==> src/rtl/trace_flush_controller.sv <==
`default_nettype none
// +--------------------------------------------------------------------------+
// | trace_flush_controller                                                   |
// | Packs trace words into a ping-pong buffer and issues ring-addressed      |
// | burst commands. Optional macro: TRACE_DROP_ON_FULL_EN (drop, not stall). |
// | Revision: 1.0                                                            |
// +--------------------------------------------------------------------------+
module trace_flush_controller #(
  parameter int                       BUFFER_ADDR_WIDTH = 8,
  parameter int                       BUFFER_DATA_WIDTH = 32,
  parameter int                       AXI_ADDR_WIDTH    = 32,
  parameter int                       AXI_DATA_WIDTH    = 32,
  parameter logic [AXI_ADDR_WIDTH-1:0] RING_BASE_ADDR   = '0,
  parameter int                       RING_NUM_WORDS    = 1024
) (
  input  logic                         clk,
  input  logic                         reset_n,
  input  logic [BUFFER_DATA_WIDTH-1:0] trace_data,
  input  logic                         trace_valid,
  output logic                         trace_ready,
  input  logic                         flush_req,
  output logic                         buf_wr_en,
  output logic [BUFFER_ADDR_WIDTH-1:0] buf_wr_addr,
  output logic [BUFFER_DATA_WIDTH-1:0] buf_wr_data,
  output logic                         start_valid,
  input  logic                         start_ready,
  output logic [BUFFER_ADDR_WIDTH-1:0] data_ptr,
  output logic [BUFFER_ADDR_WIDTH-1:0] data_size,
  output logic [AXI_ADDR_WIDTH-1:0]    axi_offset,
  input  logic                         done_valid,
  output logic                         done_ready,
  output logic                         ring_wrapped,
  output logic [31:0]                  drop_count,
  output logic                         idle
);

  localparam int                         c_H      = 2 ** (BUFFER_ADDR_WIDTH - 1);
  localparam logic [BUFFER_ADDR_WIDTH-1:0] c_H_W  = c_H[BUFFER_ADDR_WIDTH-1:0];
  localparam logic [31:0]                c_STRIDE = AXI_DATA_WIDTH / 8;
  localparam logic [31:0]                c_RING   = RING_NUM_WORDS;
  localparam int                         c_RPW    = $clog2(RING_NUM_WORDS + 1);

  localparam logic [1:0] c_FREE     = 2'd0;
  localparam logic [1:0] c_FILLING  = 2'd1;
  localparam logic [1:0] c_PENDING  = 2'd2;
  localparam logic [1:0] c_FLUSHING = 2'd3;

  localparam logic [1:0] c_IDLE      = 2'd0;
  localparam logic [1:0] c_ISSUE     = 2'd1;
  localparam logic [1:0] c_WAIT_DONE = 2'd2;

  logic [1:0][1:0]                   r_half_st;
  logic [1:0][BUFFER_ADDR_WIDTH-1:0] r_half_size;
  logic                              r_fill_half;
  logic                              r_flush_half;
  logic [BUFFER_ADDR_WIDTH-1:0]      r_fill_cnt;
  logic [1:0]                        r_fsm;
  logic                              r_start_valid;
  logic [BUFFER_ADDR_WIDTH-1:0]      r_data_ptr, r_data_size, r_rem_ptr, r_rem_size;
  logic [AXI_ADDR_WIDTH-1:0]         r_axi_offset;
  logic [c_RPW-1:0]                  r_ring_ptr;
  logic                              r_ring_wrapped;
  logic                              r_buf_wr_en;
  logic [BUFFER_ADDR_WIDTH-1:0]      r_buf_wr_addr;
  logic [BUFFER_DATA_WIDTH-1:0]      r_buf_wr_data;

  logic                         w_filling, w_accept, w_commit, w_other, w_fill_half_nx, w_split;
  logic [BUFFER_ADDR_WIDTH-1:0] w_cnt_nx, w_src_ptr, w_src_size, w_cmd_size, w_rem_size, w_rem_ptr;
  logic [31:0]                  w_room, w_ring_sum;
  logic [AXI_ADDR_WIDTH-1:0]    w_axi;
  logic                         w_half0_empty, w_half1_empty;

  assign w_filling = (r_half_st[r_fill_half] == c_FILLING);
  assign w_other   = ~r_fill_half;

`ifdef TRACE_DROP_ON_FULL_EN
  logic        w_drop;
  logic [31:0] r_drop_count;
  assign trace_ready = 1'b1;
  assign w_accept    = trace_valid && w_filling;
  assign w_drop      = trace_valid && !w_filling;
  always_ff @(posedge clk) begin
    if (!reset_n)
      r_drop_count <= '0;
    else if (w_drop && (r_drop_count != 32'hFFFF_FFFF))
      r_drop_count <= r_drop_count + 32'd1;
  end
  assign drop_count = r_drop_count;
`else
  assign trace_ready = w_filling;
  assign w_accept    = trace_valid && w_filling;
  assign drop_count  = '0;
`endif

  // A flush coinciding with the last word of a half is absorbed into one commit.
  assign w_cnt_nx       = r_fill_cnt + {{(BUFFER_ADDR_WIDTH-1){1'b0}}, w_accept};
  assign w_commit       = w_filling && ((w_cnt_nx == c_H_W) || (flush_req && (w_cnt_nx != '0)));
  assign w_fill_half_nx = r_fill_half ^ w_commit;

  // One command builder serves both a fresh half and a split remainder.
  assign w_src_ptr  = (r_fsm == c_IDLE) ? {r_flush_half, {(BUFFER_ADDR_WIDTH-1){1'b0}}} : r_rem_ptr;
  assign w_src_size = (r_fsm == c_IDLE) ? r_half_size[r_flush_half] : r_rem_size;
  assign w_room     = c_RING - 32'(r_ring_ptr);
  assign w_split    = 32'(w_src_size) > w_room;
  assign w_cmd_size = w_split ? BUFFER_ADDR_WIDTH'(w_room) : w_src_size;
  assign w_rem_size = w_src_size - w_cmd_size;
  assign w_rem_ptr  = w_src_ptr + w_cmd_size;
  assign w_axi      = RING_BASE_ADDR + AXI_ADDR_WIDTH'(32'(r_ring_ptr) * c_STRIDE);
  assign w_ring_sum = 32'(r_ring_ptr) + 32'(r_data_size);

  always_ff @(posedge clk) begin
    if (!reset_n) begin
      r_half_st      <= {c_FREE, c_FILLING};
      r_half_size    <= '0;
      r_fill_half    <= 1'b0;
      r_flush_half   <= 1'b0;
      r_fill_cnt     <= '0;
      r_fsm          <= c_IDLE;
      r_start_valid  <= 1'b0;
      r_data_ptr     <= '0;
      r_data_size    <= '0;
      r_rem_ptr      <= '0;
      r_rem_size     <= '0;
      r_axi_offset   <= RING_BASE_ADDR;
      r_ring_ptr     <= '0;
      r_ring_wrapped <= 1'b0;
      r_buf_wr_en    <= 1'b0;
      r_buf_wr_addr  <= '0;
      r_buf_wr_data  <= '0;
    end else begin
      r_buf_wr_en <= w_accept;
      if (w_accept) begin
        r_buf_wr_addr <= {r_fill_half, r_fill_cnt[BUFFER_ADDR_WIDTH-2:0]};
        r_buf_wr_data <= trace_data;
      end

      if (w_commit) begin
        r_half_st[r_fill_half]   <= c_PENDING;
        r_half_size[r_fill_half] <= w_cnt_nx;
        r_fill_cnt               <= '0;
        r_fill_half              <= w_other;
        if (r_half_st[w_other] == c_FREE)
          r_half_st[w_other] <= c_FILLING;
      end else if (w_accept) begin
        r_fill_cnt <= w_cnt_nx;
      end

      case (r_fsm)
        c_IDLE: begin
          if (r_half_st[r_flush_half] == c_PENDING) begin
            r_half_st[r_flush_half] <= c_FLUSHING;
            r_data_ptr   <= w_src_ptr;
            r_data_size  <= w_cmd_size;
            r_axi_offset <= w_axi;
            r_rem_ptr    <= w_rem_ptr;
            r_rem_size   <= w_rem_size;
            r_fsm        <= c_ISSUE;
          end
        end
        c_ISSUE: begin
          // One idle cycle before valid keeps the last buffer write ahead of the engine read.
          if (!r_start_valid) begin
            r_start_valid <= 1'b1;
          end else if (start_ready) begin
            r_start_valid <= 1'b0;
            if (w_ring_sum >= c_RING) begin
              r_ring_ptr     <= '0;
              r_ring_wrapped <= 1'b1;
            end else begin
              r_ring_ptr <= c_RPW'(w_ring_sum);
            end
            r_fsm <= c_WAIT_DONE;
          end
        end
        c_WAIT_DONE: begin
          if (done_valid) begin
            if (r_rem_size != '0) begin
              r_data_ptr   <= w_src_ptr;
              r_data_size  <= w_cmd_size;
              r_axi_offset <= w_axi;
              r_rem_ptr    <= w_rem_ptr;
              r_rem_size   <= w_rem_size;
              r_fsm        <= c_ISSUE;
            end else begin
              // A freed half that fill is waiting on resumes filling immediately.
              r_half_st[r_flush_half] <= (r_flush_half == w_fill_half_nx) ? c_FILLING : c_FREE;
              r_flush_half <= ~r_flush_half;
              r_fsm        <= c_IDLE;
            end
          end
        end
        default: r_fsm <= c_IDLE;
      endcase
    end
  end

  assign w_half0_empty = (r_half_st[0] == c_FREE) || ((r_half_st[0] == c_FILLING) && (r_fill_cnt == '0));
  assign w_half1_empty = (r_half_st[1] == c_FREE) || ((r_half_st[1] == c_FILLING) && (r_fill_cnt == '0));

  assign idle         = (r_fsm == c_IDLE) && w_half0_empty && w_half1_empty;
  assign start_valid  = r_start_valid;
  assign done_ready   = (r_fsm == c_WAIT_DONE);
  assign data_ptr     = r_data_ptr;
  assign data_size    = r_data_size;
  assign axi_offset   = r_axi_offset;
  assign ring_wrapped = r_ring_wrapped;
  assign buf_wr_en    = r_buf_wr_en;
  assign buf_wr_addr  = r_buf_wr_addr;
  assign buf_wr_data  = r_buf_wr_data;

endmodule
`default_nettype wire

==> config.mk <==
export PLATFORM = sky130hd
export DESIGN_NAME = trace_flush_controller
export DESIGN_NICKNAME = d
export VERILOG_FILES = /design/src/rtl/trace_flush_controller.sv
export SDC_FILE = /design/constraint.sdc
export NUM_CORES = 1
export LEC_CHECK = 0
export ABC_AREA = 1
export CELL_PAD_IN_SITES_DETAIL_PLACEMENT = 0
export CELL_PAD_IN_SITES_GLOBAL_PLACEMENT = 1
export CORE_ASPECT_RATIO = 0.9
export CORE_MARGIN = 4
export CORE_UTILIZATION = 32
export CTS_CLUSTER_DIAMETER = 120
export DETAILED_ROUTE_END_ITERATION = 6
export GPL_ROUTABILITY_DRIVEN = 1
export PLACE_DENSITY = 0.86
export SLEW_MARGIN = 20
export SYNTH_ARGS = -nofsm -noshare
export SYNTH_HDL_FRONTEND = slang
export SYNTH_SLANG_ARGS = --single-unit
==> constraint.sdc <==
create_clock -name clk -period 3.87 [get_ports clk]
set_input_delay 0.774 -clock clk [delete_from_list [all_inputs] [get_ports clk]]
set_output_delay 0.774 -clock clk [all_outputs]
set_load 0.01 [all_outputs]
## Word-level counts from Yosys, hierarchy flattened

Cells that the tools add are included.
Widths: inputs -> output; s select.

| operators by class | value |
|---|---|
| bitwise gates (word level) | 12 |
| order comparisons | 8 |
| muxes and demuxes | 58 |
| eq/ne operators | 13 |
| add/subtract/negate cells | 5 |
| reductions and logical operators | 27 |

Operators with widths:

| kind | number |
|---|---|
| $mux 8 | 18 |
| $mux 32 | 3 |
| $pmux 32 s2 | 1 |
| $pmux 8 s2 | 4 |
| $gt 8x32->1 | 1 |
| $mux 2 | 13 |
| $mux 4 | 6 |
| $bwmux 16 | 1 |
| $reduce_bool 8->1 | 2 |
| $add 11x8->12 | 1 |
| $ge 12x11->1 const B | 1 |
| $reduce_and 4->1 | 3 |
| $sub 11x11->12 const A | 1 |
| $mux 11 | 1 |
| $logic_and 1x1->1 | 10 |
| $add 8x1->8 | 1 |
| $add 8x8->8 | 1 |
| $demux 8 s1 | 1 |
| $eq 2x1->1 const B | 4 |
| $eq 8x8->1 const B | 1 |
| $logic_not 2->1 | 4 |
| $logic_not 8->1 | 1 |
| $pmux 4 s2 | 1 |
| $sub 8x8->8 | 1 |
| 20 further kinds | 42 |

| storage, ports and cells | value |
|---|---|
| input bits | 38 |
| register bits after elaboration | 150 |

## Logic depth before layout (Yosys ltp)

Gate-level depths: netlist of run 1.

| logic depth | value |
|---|---|
| word-level depth | 16 |
| mapped depth | 32 |
| gate-level depth less buffers | 31 |

## Worst setup path before layout of run 1

OpenSTA, ideal clock, no wires.

| timing | value |
|---|---|
| path type | reg-to-reg |
| from | register r_fsm[1] |
| to | register r_rem_size[7] |
| period minus slack after synthesis | 4.064 ns |
| path slack | -0.194 ns |
| arrival time | 3.955 ns |
| path buffers | 3 |
| cell stages (with the launch flop) | 28 |
| library setup time | 0.109 ns |
| cell sequence | dfxtp_1 nor2_4 clkbuf_1 clkbuf_1 o21ai_0 o22ai_1 ha_1 a21oi_1 o21ai_0 nand3_1 nand2_2 nand2_4 buf_6 o21ai_0 inv_1 ha_1 nand2_1 nor2_1 a211oi_1 nor2_1 nand3_1 nand2_1 nand2_1 nand2_1 nand2_1 nand3_1 nand2_1 inv_1 |

| between the ends | value |
|---|---|
| cells in the longest elaborated chain, start to end | 8 |
| elaborated cells between the ends (all ways) | 15 |
| classes of those cells | 1 x add/sub; 1 x order compare; 4 x eq/ne; 6 x mux; 3 x reduce/logical |

RTL lines:

| element | line | source |
|---|---|---|
| start, declared | 57 | `logic [1:0] r_fsm;` |
| start signal, assigned | 118 | `r_fsm <= c_IDLE;` |
| start signal, assigned | 157 | `r_fsm <= c_ISSUE;` |
| start signal, assigned | 172 | `r_fsm <= c_WAIT_DONE;` |
| $logic_not 2->1 * | 102 | `assign w_src_size = (r_fsm == c_IDLE) ? r_half_size[r_flush_half] : r_rem_size;` |
| $mux 8 * | 102 |  |
| $gt 8x32->1 | 104 | `assign w_split = 32'(w_src_size) > w_room;` |
| $mux 8 * | 105 | `assign w_cmd_size = w_split ? BUFFER_ADDR_WIDTH'(w_room) : w_src_size;` |
| net w_cmd_size[1] | 68 | `logic [BUFFER_ADDR_WIDTH-1:0] w_cnt_nx, w_src_ptr, w_src_size, w_cmd_size, w_rem_size, w_rem_ptr;` |
| $sub 8x8->8 * | 106 | `assign w_rem_size = w_src_size - w_cmd_size;` |
| $mux 8 | 177 | `if (r_rem_size != '0) begin` |
| $mux 8 | 176 | `if (done_valid) begin` |
| $pmux 8 s2 * | 148 | `case (r_fsm)` |
| end signal, assigned | 156 | `r_rem_size <= w_rem_size;` |
| end signal, assigned | 182 | `r_rem_size <= w_rem_size;` |
| end, declared | 59 | `logic [BUFFER_ADDR_WIDTH-1:0] r_data_ptr, r_data_size, r_rem_ptr, r_rem_size;` |

The timed path passes the listed nets; every way through them passes the cells marked *. The select of a mux whose other input is x is not followed.
A chain may end at the register's enable or synchronous reset.

## Final worst setup path of run 1

| timing | value |
|---|---|
| from | register r_ring_ptr[1] |
| to | register r_rem_size[6] |

| between the ends | value |
|---|---|
| cells in the longest elaborated chain, start to end | 7 |
| elaborated cells between the ends (all ways) | 8 |
| classes of those cells | 2 x add/sub; 1 x order compare; 5 x mux |

RTL lines:

| element | line | source |
|---|---|---|
| start, declared | 61 | `logic [c_RPW-1:0] r_ring_ptr;` |
| start signal, assigned | 170 | `r_ring_ptr <= c_RPW'(w_ring_sum);` |
| $sub 11x11->12 * | 103 | `assign w_room = c_RING - 32'(r_ring_ptr);` |
| $gt 8x32->1 | 104 |  |
| $mux 8 * | 105 |  |
| $sub 8x8->8 * | 106 |  |
| $mux 8 | 177 |  |
| $mux 8 | 176 |  |
| $pmux 8 s2 * | 148 |  |

Mark *: on every way between the ends. The rest lies on a longest branch, timed or not. The select of a mux whose other input is x is not followed.

==> results of run 1 <==
cell type report:
type,instances,area [µm²]
Fill cell,2168,11830
Multi-Input combinational cell,686,3625
Inverter,127,479.2
Timing Repair Buffer,170,1546
Tap cell,286,357.8
Clock buffer,19,452.9
Sequential cell,129,2590
Clock inverter,13,197.7
per-layer routing:
metal  track usage [%]  routed length (µm)  vias up  share of wire (%)
li1                  -                   -     3372                  -
met1             19.85                8948     2948                 49
met2             23.65                8334      133                 45
met3             3.568                 855       20                4.7
met4             4.319                 242        0                1.3
met5                 0                   0        -                  0
final timing paths:
check / from / end / slack [ns] / cells past startpoint
max: r_ring_ptr[1] / r_rem_size[6] / 0.30 / 26
min: ring_wrapped / ring_wrapped / 0.45 / 2
max reg2reg: r_ring_ptr[1] / r_rem_size[6] / 0.30 / 26
min reg2reg: ring_wrapped / ring_wrapped / 0.45 / 2
through the flow:
step | total power, W | hold slack (ns) | TNS (ns) | std cells | utilization, %
2_1_floorplan | 0.004259 | 0.4300 | 0 | 1029 | -
3_3_place_gp | 0.005723 | 0.4399 | 0 | 1388 | 40.20
3_5_place_dp | 0.005790 | 0.4432 | 0 | 1388 | 40.20
4_1_cts | 0.007611 | 0.4531 | 0 | 1420 | 43.29
5_1_grt | 0.008306 | 0.4763 | -0.01861 | 1430 | 43.87
6_report | 0.007658 | 0.4509 | 0 | 1430 | 43.87
timing repair:
item | CTS | global route
endpoints found under the setup margin | 0 | 7
setup buffers | 0 | 8
gates resized for setup | 0 | 24
cells by family after synthesis:
| group | synth area share, % |
|---|---|
| fa+ha+maj | 6.426 |
| other cells | 0.05380 |
| flops | 37.05 |
| simple gates | 22.28 |
| buf+inv | 14.70 |
| compound gates | 17.11 |
| xor+xnor | 2.387 |
cells in the mapped netlist (all sizes together):
master,count,share of area [%]
nand3b,1,0.11
nand4,7,0.63
conb,1,0.054
or2,4,0.36
clkbuf,28,1.5
xor2,14,1.8
a211oi,4,0.43
nand2,124,7.1
o21a,1,0.11
o32ai,1,0.13
inv,124,6.7
fa,3,0.86
o31ai,3,0.32
a21oi,80,5.8
o2111ai,2,0.25
nor2,161,9.2
buf,61,6.3
o21ai,113,8.3
ha,31,5.6
nor3,6,0.50
nor4,3,0.27
xnor2,5,0.63
nand3,48,3.8
o22ai,5,0.45
o211ai,11,1.2
and2,3,0.29
dfxtp,129,37
o21bai,1,0.11
clkinv,3,0.16
flip-flops by register name, summed over array words and instances (netlist names), 2 cells and up:
register	flops
data_ptr	8
r_half_size	16
axi_offset	11
r_half_st	4
data_size	8
r_ring_ptr	11
r_rem_size	8
buf_wr_addr	8
r_fill_cnt	8
r_rem_ptr	8
r_fsm	2
buf_wr_data	32
cells in the final DEF (no fill, tap or decap), types with 11 or more instances in the layout:
master           netlist  final
xor2_1                14     14
a21oi_1               79     78
nand2_1              117    115
nand3_1               43     43
ha_1                  31     29
o21ai_0              111    105
conb_1                 1     53
clkbuf_16              0     17
o211ai_1              11     11
dfxtp_1              129    123
inv_1                119    118
buf_4                 54     60
clkdlybuf4s50_1        0    109
nor2_1               153    152
power by group:
part / internal [W] / total, W / switching, W
Clock: 0.00112 / 0.00177 / 0.000648
Sequential: 0.00174 / 0.00197 / 0.000231
Combinational: 0.00178 / 0.00391 / 0.00213
critical path, delay by kind of cell, from the launching register on:
kind | cells | cell delay (ns)
DFF | 1 | 0.37
buffers and inverters | 7 | 0.49
AOI/OAI and AO/OA | 3 | 0.45
adders and majority gates | 4 | 1.05
and+or+nand+nor | 12 | 1.10
==> results.ini, run 1 <==
[synth]
yosysSeqAreaShare_pct = 37.05
syn_area_per_cell_um2 = 7.135
synth-seq-cells = 129
ys_types = 45
synth_area_um2 = 6970
netlist_instances = 977
synth_warnings = 0

[clocking]
insertion_delay_ns = 0.42
tritoncts = built
clk_pin_slew_worst_paths_ns = 0.06
clock_tree.buffer_depth = 2
cts_max_level = 4
cts_buffers = 17
cts.sinks = 129
root_buffer = clkbuf_16
cts_hold_buf = 0

[critical_path]
critPathMaxFanout = 4
cp.required_ns = 4.19
cp-end-kind = flop
slowest_delay_ns = 0.39
worstSetupPathType = reg -> reg
cp_slowest_cell = fa_1
cp-start-kind = flop
cp_common_cell = inv_1
crit_arrival_ns = 3.88

[floorplanning]
die-area_um2 = 24210
coreArea_um2 = 21080
start_util_pct = 33.06
rows = 50
pin_count = 164
die_x_um = 163.6
die_y_um = 148.0

[sta]
hold_viol_final = 0
fin_crit_sh_pct = 92.13
clock.fmax_ghz = 0.2805
maxSlewHeadroom_pct = 62.57
skew_ns = 0.008455
period_minus_slack_ns = 3.565
worst_slack_ns = 0.3047
worst_pin_slew_ns = 0.5594
finalSetupViolCount = 0
drv_slew = 0

[route]
via_per_inst = 4.527
num_vias = 6473
wirelength_mm = 18.38
first_iter_violations = 381
first_pass_iters = 4
post-route-drc-count = 0
wl_per_cell_um = 12.85
antenna_left = 0

[global_route]
antenna_found_initial = 0
grt_pass1_vias = 5803
grt_overflow_total = 0
grtUsageTotal_pct = 14.78
grt_start_max_net_pins = 54
grt_pass1_wl_mm = 28.96

[place]
dp_worst_setup_slack_ns = 0.04856
place_congestion = 0.8363
io_buffers = 110
dp_hpwl_mm = 13.51
placed_area_um2 = 8476

[power]
leakage_nw = 4.181
power_density_nw_per_um2 = 828.0
irDropWorstVdd_mv = 0.3736

[cells_and_area]
final_nets = 1203
area_delta_synth_final_pct = 32.69
drive_gt1_share_pct = 12.67
diodes = 0
fin_area_um2 = 9249

[hold_path]
hold_path.class = reg -> reg

[job]
cap_violations = 0

[run_status]
outcome = complete, no violations

(Power assumes the default switching activity.)
==> inputs of run 2 (changes only) <==
Settings changed: REMOVE_ABC_BUFFERS set to 1.
==> results.ini, run 2 (synthesis gave the netlist of run 1 again) <==
[run_status]
outcome = complete, no violations

[critical_path]
worstPathCellList = nor2_2 > nand2_1 > nor2_4 > xor2_1 > inv_2 > ha_4 > nand2_1 > nor2_2 > nand3_1 > nand2_2 > nand2_4 > o21ai_0 > inv_1 > fa_1 > nand3_1 > and2_1 > inv_1 > a21oi_1 > nor2_1 > o21bai_1 > nand3_1 > nand2_1 > inv_1
critPathTopFamily = simple AND/OR/NAND/NOR gates
cp-start-kind = flop
crit_arrival_ns = 3.92  ; +0.04 ns
cp-end-kind = flop
worstSetupPathType = reg -> reg
cp_slowest_cell = fa_1
critical_path_buf_inv_count = 4  ; -3
cp.required_ns = 4.18  ; about the same
critPathMaxFanout = 9  ; +5
slowest_delay_ns = 0.46  ; +0.07 ns

[power]
power_density_nw_per_um2 = 799.6  ; -3.4%
leakage_nw = 4.078  ; -2.5%
irDropWorstVdd_mv = 0.3634  ; -2.7%

[sta]
clock.fmax_ghz = 0.2769  ; -1.3%
maxSlewHeadroom_pct = 45.62  ; -17 points
worst_pin_slew_ns = 0.8157  ; +0.2564 ns
period_minus_slack_ns = 3.611  ; +0.04589 ns
finalSetupViolCount = 0  ; unchanged
hold_viol_final = 0  ; unchanged
skew_ns = 0.01047  ; +0.002014 ns
fin_crit_sh_pct = 93.31  ; +1.2 points
drv_slew = 0  ; unchanged

[place]
io_buffers = 110  ; unchanged
dp_hpwl_mm = 13.03  ; -3.5%
place_congestion = 0.8048  ; -3.8%
dp.cells = 1375  ; -0.94%

[floorplanning]
die_y_um = 148.0  ; unchanged
die_x_um = 163.6  ; unchanged
pin_count = 164  ; unchanged
rows = 50  ; unchanged
start_util_pct = 33.06  ; unchanged
coreArea_um2 = 21080  ; unchanged
die-area_um2 = 24210  ; unchanged

[clocking]
cts.sinks = 129  ; unchanged
insertion_delay_ns = 0.42  ; about the same
cts_max_level = 4  ; unchanged
clk_pin_slew_worst_paths_ns = 0.06  ; about the same
cts_hold_buf = 0  ; unchanged
tritoncts = built
cts_buffers = 17  ; unchanged
clock_tree.buffer_depth = 2  ; unchanged
root_buffer = clkbuf_16

[route]
wirelength_mm = 17.99  ; -2.1%
antenna_left = 0  ; unchanged
first_iter_violations = 326  ; -14%
first_pass_iters = 5  ; +1
via_per_inst = 4.482  ; -0.98%
post-route-drc-count = 0  ; unchanged
wl_per_cell_um = 12.68  ; -1.4%
num_vias = 6360  ; -1.7%

[job]
cap_violations = 0  ; unchanged

[cells_and_area]
largest_reg_flops = 32  ; unchanged
drive_gt1_share_pct = 11.39  ; -1.3 points
final_cells = 1419  ; -0.77%
final_nets = 1192  ; -0.91%
post-route-util_pct = 43.07  ; -0.80 points
area_delta_synth_final_pct = 30.26
diodes = 0  ; unchanged
layout_commonest_cell = nor2_1
final_cell_mix = 151 x nor2_1, 126 x dfxtp_1, 117 x inv_1, 117 x nand2_1, 109 x clkdlybuf4s50_1

[global_route]
grt_overflow_total = 0  ; unchanged
grt_pass1_wl_mm = 29.19  ; +0.81%
grt_start_max_net_pins = 86  ; +59%
grtUsageTotal_pct = 14.69  ; -0.084 points
antenna_found_initial = 0  ; unchanged
grt_pass1_vias = 5858  ; +0.95%

[hold_path]
hold_path.class = reg -> reg

-- run 2: final timing paths --
check	from	endpoint	slack [ns]	cells past startpoint
worst max-delay path	r_ring_ptr[6]	r_rem_size[6]	0.26	23
worst max register to register	r_ring_ptr[6]	r_rem_size[6]	0.26	23
worst min-delay path	r_rem_ptr[1]	r_rem_ptr[1]	0.45	2
worst min register to register	r_rem_ptr[1]	r_rem_ptr[1]	0.45	2
-- run 2: final cells by class --
class                   count  area (µm²)
fillers                  2195       12000
multi-input cells         685        3620
flip-flops and latches    129        2586
repair buffers            160        1471
inverters                 127       479.2
clock buffers              22       454.2
well taps                 286       357.8
clock inverters            10       111.4
-- run 2: report_power, final --
| part | internal (W) | leakage, nW | total, W | switching [W] |
|---|---|---|---|---|
| combinational | 0.00167 | 2.75 | 0.00375 | 0.00208 |
| clock | 0.000961 | 0.270 | 0.00156 | 0.000596 |
| sequential | 0.00174 | 1.06 | 0.00196 | 0.000215 |
| total | 0.00437 | 4.08 | 0.00726 | 0.00289 |
-- run 2: per-layer routing --
metal / track usage [%] / part of all wire (%)
met1: 20.21 / 48
met4: 3.187 / 0.61
met3: 3.429 / 4.1
met2: 23.59 / 47
met5: 0 / 0
-- run 2: tightest hold or removal path: stages (launching register included) --
cell and delay [ns]:
dfxtp_1 0.29, inv_1 0.06, a21oi_1 0.05
-- run 2: metrics by stage --
stage / cell area [µm²] / power, W / setup TNS [ns] / hold WS (ns) / setup slack (ns)
after floorplan: 6620 / 0.004143 / -7.744 / 0.4294 / -0.6251
after global placement: 8367 / 0.005576 / 0 / 0.4396 / 0.08884
after detailed placement: 8367 / 0.005627 / 0 / 0.4446 / 0.001845
after CTS: 8932 / 0.007217 / 0 / 0.4533 / 0.008046
after global routing: 9080 / 0.007917 / -0.007029 / 0.4856 / -0.007029
final: 9080 / 0.007261 / 0 / 0.4529 / 0.2588
-- run 2: what timing repair did --
action / CTS / global route
buffers inserted: 0 / 11
resized for setup: 0 / 26
setup endpoints to repair: 0 / 8
==> inputs of run 3 (changes only) <==
Settings changed: CORE_ASPECT_RATIO 0.9 to not set.
==> results.ini, run 3 (synthesis gave the netlist of run 1 again) <==
[run_status]
outcome = complete, no violations

[cells_and_area]
layout_commonest_cell = nor2_1
diodes = 0  ; unchanged
multi_input_area_um2 = 3595  ; -0.69%
final_cells = 1420  ; +0.070%
final_cell_mix = 152 x nor2_1, 128 x dfxtp_1, 118 x inv_1, 117 x nand2_1, 109 x clkdlybuf4s50_1
drive_gt1_share_pct = 11.79  ; +0.40 points
final_nets = 1205  ; +1.1%
fill_cells = 2175  ; -0.91%
seq_area_um2 = 2584  ; about the same
largest_reg_flops = 32  ; unchanged
area_delta_synth_final_pct = 31.54

[sta]
maxSlewHeadroom_pct = 45.62  ; about the same
finalSetupViolCount = 0  ; unchanged
skew_ns = 0.01217  ; +0.001701 ns
finalSetupTns_ns = 0  ; unchanged
period_minus_slack_ns = 3.552  ; -0.05955 ns
hold_viol_final = 0  ; unchanged
drv_slew = 0  ; unchanged
clock.fmax_ghz = 0.2816  ; +1.7%
fin_crit_sh_pct = 91.77  ; -1.5 points
worst_pin_slew_ns = 0.8157  ; +0.00002235 ns

[clocking]
root_buffer = clkbuf_16
clk_pin_slew_worst_paths_ns = 0.06  ; about the same
insertion_delay_ns = 0.42  ; about the same
clock_tree.buffer_depth = 2  ; unchanged
cts_buffers = 17  ; unchanged
cts_max_level = 4  ; unchanged
cts_hold_buf = 0  ; unchanged
tritoncts = built
cts.sinks = 129  ; unchanged

[place]
io_buffers = 110  ; unchanged
dp.cells = 1384  ; +0.65%
place_congestion = 0.8371  ; +4.0%
dp_hpwl_mm = 12.87  ; -1.3%

[route]
wirelength_mm = 17.75  ; -1.3%
top_layer = met4
wl_per_cell_um = 12.50  ; -1.4%
wl_met1_mm = 8.088  ; -6.3%
first_iter_violations = 318  ; -2.5%
routed-wl-met3_um = 940  ; +28%
via_per_inst = 4.508  ; +0.59%
num_vias = 6402  ; +0.66%
post-route-drc-count = 0  ; unchanged
antenna_left = 0  ; unchanged
first_pass_iters = 4  ; -1
wl_met2_mm = 8.529  ; +0.18%

[floorplanning]
coreArea_um2 = 21220  ; +0.65%
start_util_pct = 32.85  ; -0.21 points
die_x_um = 155.6  ; -4.9%
pin_count = 164  ; unchanged
die-area_um2 = 24210  ; about the same
rows = 53  ; +6.0%
die_y_um = 155.6  ; +5.1%

[global_route]
antenna_found_initial = 0  ; unchanged
grt_start_max_net_pins = 86  ; unchanged
grt_pass1_vias = 5952  ; +1.6%
grt_overflow_total = 0  ; unchanged
grt_pass1_wl_mm = 28.96  ; -0.80%
grtUsageTotal_pct = 14.48  ; -0.21 points

[power]
power_density_nw_per_um2 = 808.2  ; +1.1%
share_comb_of_total_power_pct = 52.0  ; +0.4 points
intPower_w = 0.004509  ; +3.2%
p_seq_share_pct = 26.4  ; -0.5 points
irDropWorstVdd_mv = 0.2974  ; -18%
leakage_nw = 4.148  ; +1.7%
power.share.clock_pct = 21.6  ; +0.2 points
p_switching_w = 0.002901  ; +0.33%
swShare_pct = 39.15  ; -0.68 points

[critical_path]
ff2ff_path_depth = 28  ; +22%
cp-end-kind = flop
cp.required_ns = 4.19  ; about the same
crit_end = r_rem_size[6]
slowest_delay_ns = 0.38  ; -0.08 ns
r2r-start = r_ring_ptr[0]
regToRegSetupSlack_ns = 0.32  ; +0.06 ns
worstSetupPathType = reg -> reg
rr_endpoint = r_rem_size[6]
cp_common_cell = nand2_1
crit_arrival_ns = 3.87  ; -0.05 ns
cp_slowest_cell = fa_1
critPathLaunch = r_ring_ptr[0]
critPathMaxFanout = 9  ; unchanged
cp-start-kind = flop

[hold_path]
hold_path.class = reg -> reg

[job]
cap_violations = 0  ; unchanged

[run 3: worst max-delay path: cells and delay by family (launching register included)]
| kind | cells | cell delay (ns) |
|---|---|---|
| buffers and inverters | 7 | 0.41 |
| flip-flops | 1 | 0.35 |
| adder cells (fa/ha/maj) | 4 | 1.09 |
| AND/OR/NAND/NOR | 14 | 1.23 |
| AO/OA/AOI/OAI | 3 | 0.38 |
[run 3: per-stage QoR]
step                total power, W  setup slack, ns  utilization [%]  instance area [µm²]  hold WS (ns)
floorplan                 0.004143          -0.6251                -                 6620        0.4294
global placement          0.005760           0.1275            40.07                 8503        0.4396
detailed placement        0.005828          0.06424            40.07                 8503        0.4489
CTS                       0.007471           0.1199            42.84                 9090        0.4580
global route              0.008082        -0.004532            43.21                 9169        0.4855
finish                    0.007410           0.3184            43.21                 9169        0.4533
[run 3: layout make-up]
class	instances	share of cell area [%]
clock buffers	20	4.981
clock inverters	11	1.419
inverters	127	5.227
multi-input cells	684	39.21
flip-flops and latches	129	28.18
well taps	275	3.753
repair buffers	174	17.24
[run 3: worst min path at each step]
| stage | start | end | slack, ns | cells past startpoint |
|---|---|---|---|---|
| 3_3_place_gp | r_rem_ptr[1] | r_rem_ptr[1] | 0.44 | 2 |
| 5_1_grt | r_rem_ptr[4] | r_rem_ptr[4] | 0.49 | 2 |
| 2_1_floorplan | r_rem_ptr[1] | r_rem_ptr[1] | 0.43 | 2 |
| 3_5_place_dp | r_rem_ptr[4] | r_rem_ptr[4] | 0.45 | 2 |
| 6_report | r_rem_ptr[4] | r_rem_ptr[4] | 0.45 | 2 |
| 4_1_cts | r_rem_ptr[4] | r_rem_ptr[4] | 0.46 | 2 |
[run 3: timing repair]
item | CTS | global route
setup endpoints to repair | 0 | 7
setup buffers | 0 | 5
gates resized for setup | 0 | 17
[run 3: routing by layer]
layer,track usage (%),up-vias
met5,0,-
met1,18.98,2885
met4,3.960,0
li1,-,3366
met2,24.33,135
met3,2.968,16
[run 3: power by group through the flow]
stage | logic, W | clock network, W | registers [W]
final | 0.00385 | 0.00160 | 0.00196
after global routing | 0.00437 | 0.00171 | 0.00201
after CTS | 0.00386 | 0.00165 | 0.00196
after detailed placement | 0.00384 | 0 | 0.00199
after global placement | 0.00379 | 0 | 0.00197
after floorplan | 0.00207 | 0 | 0.00207
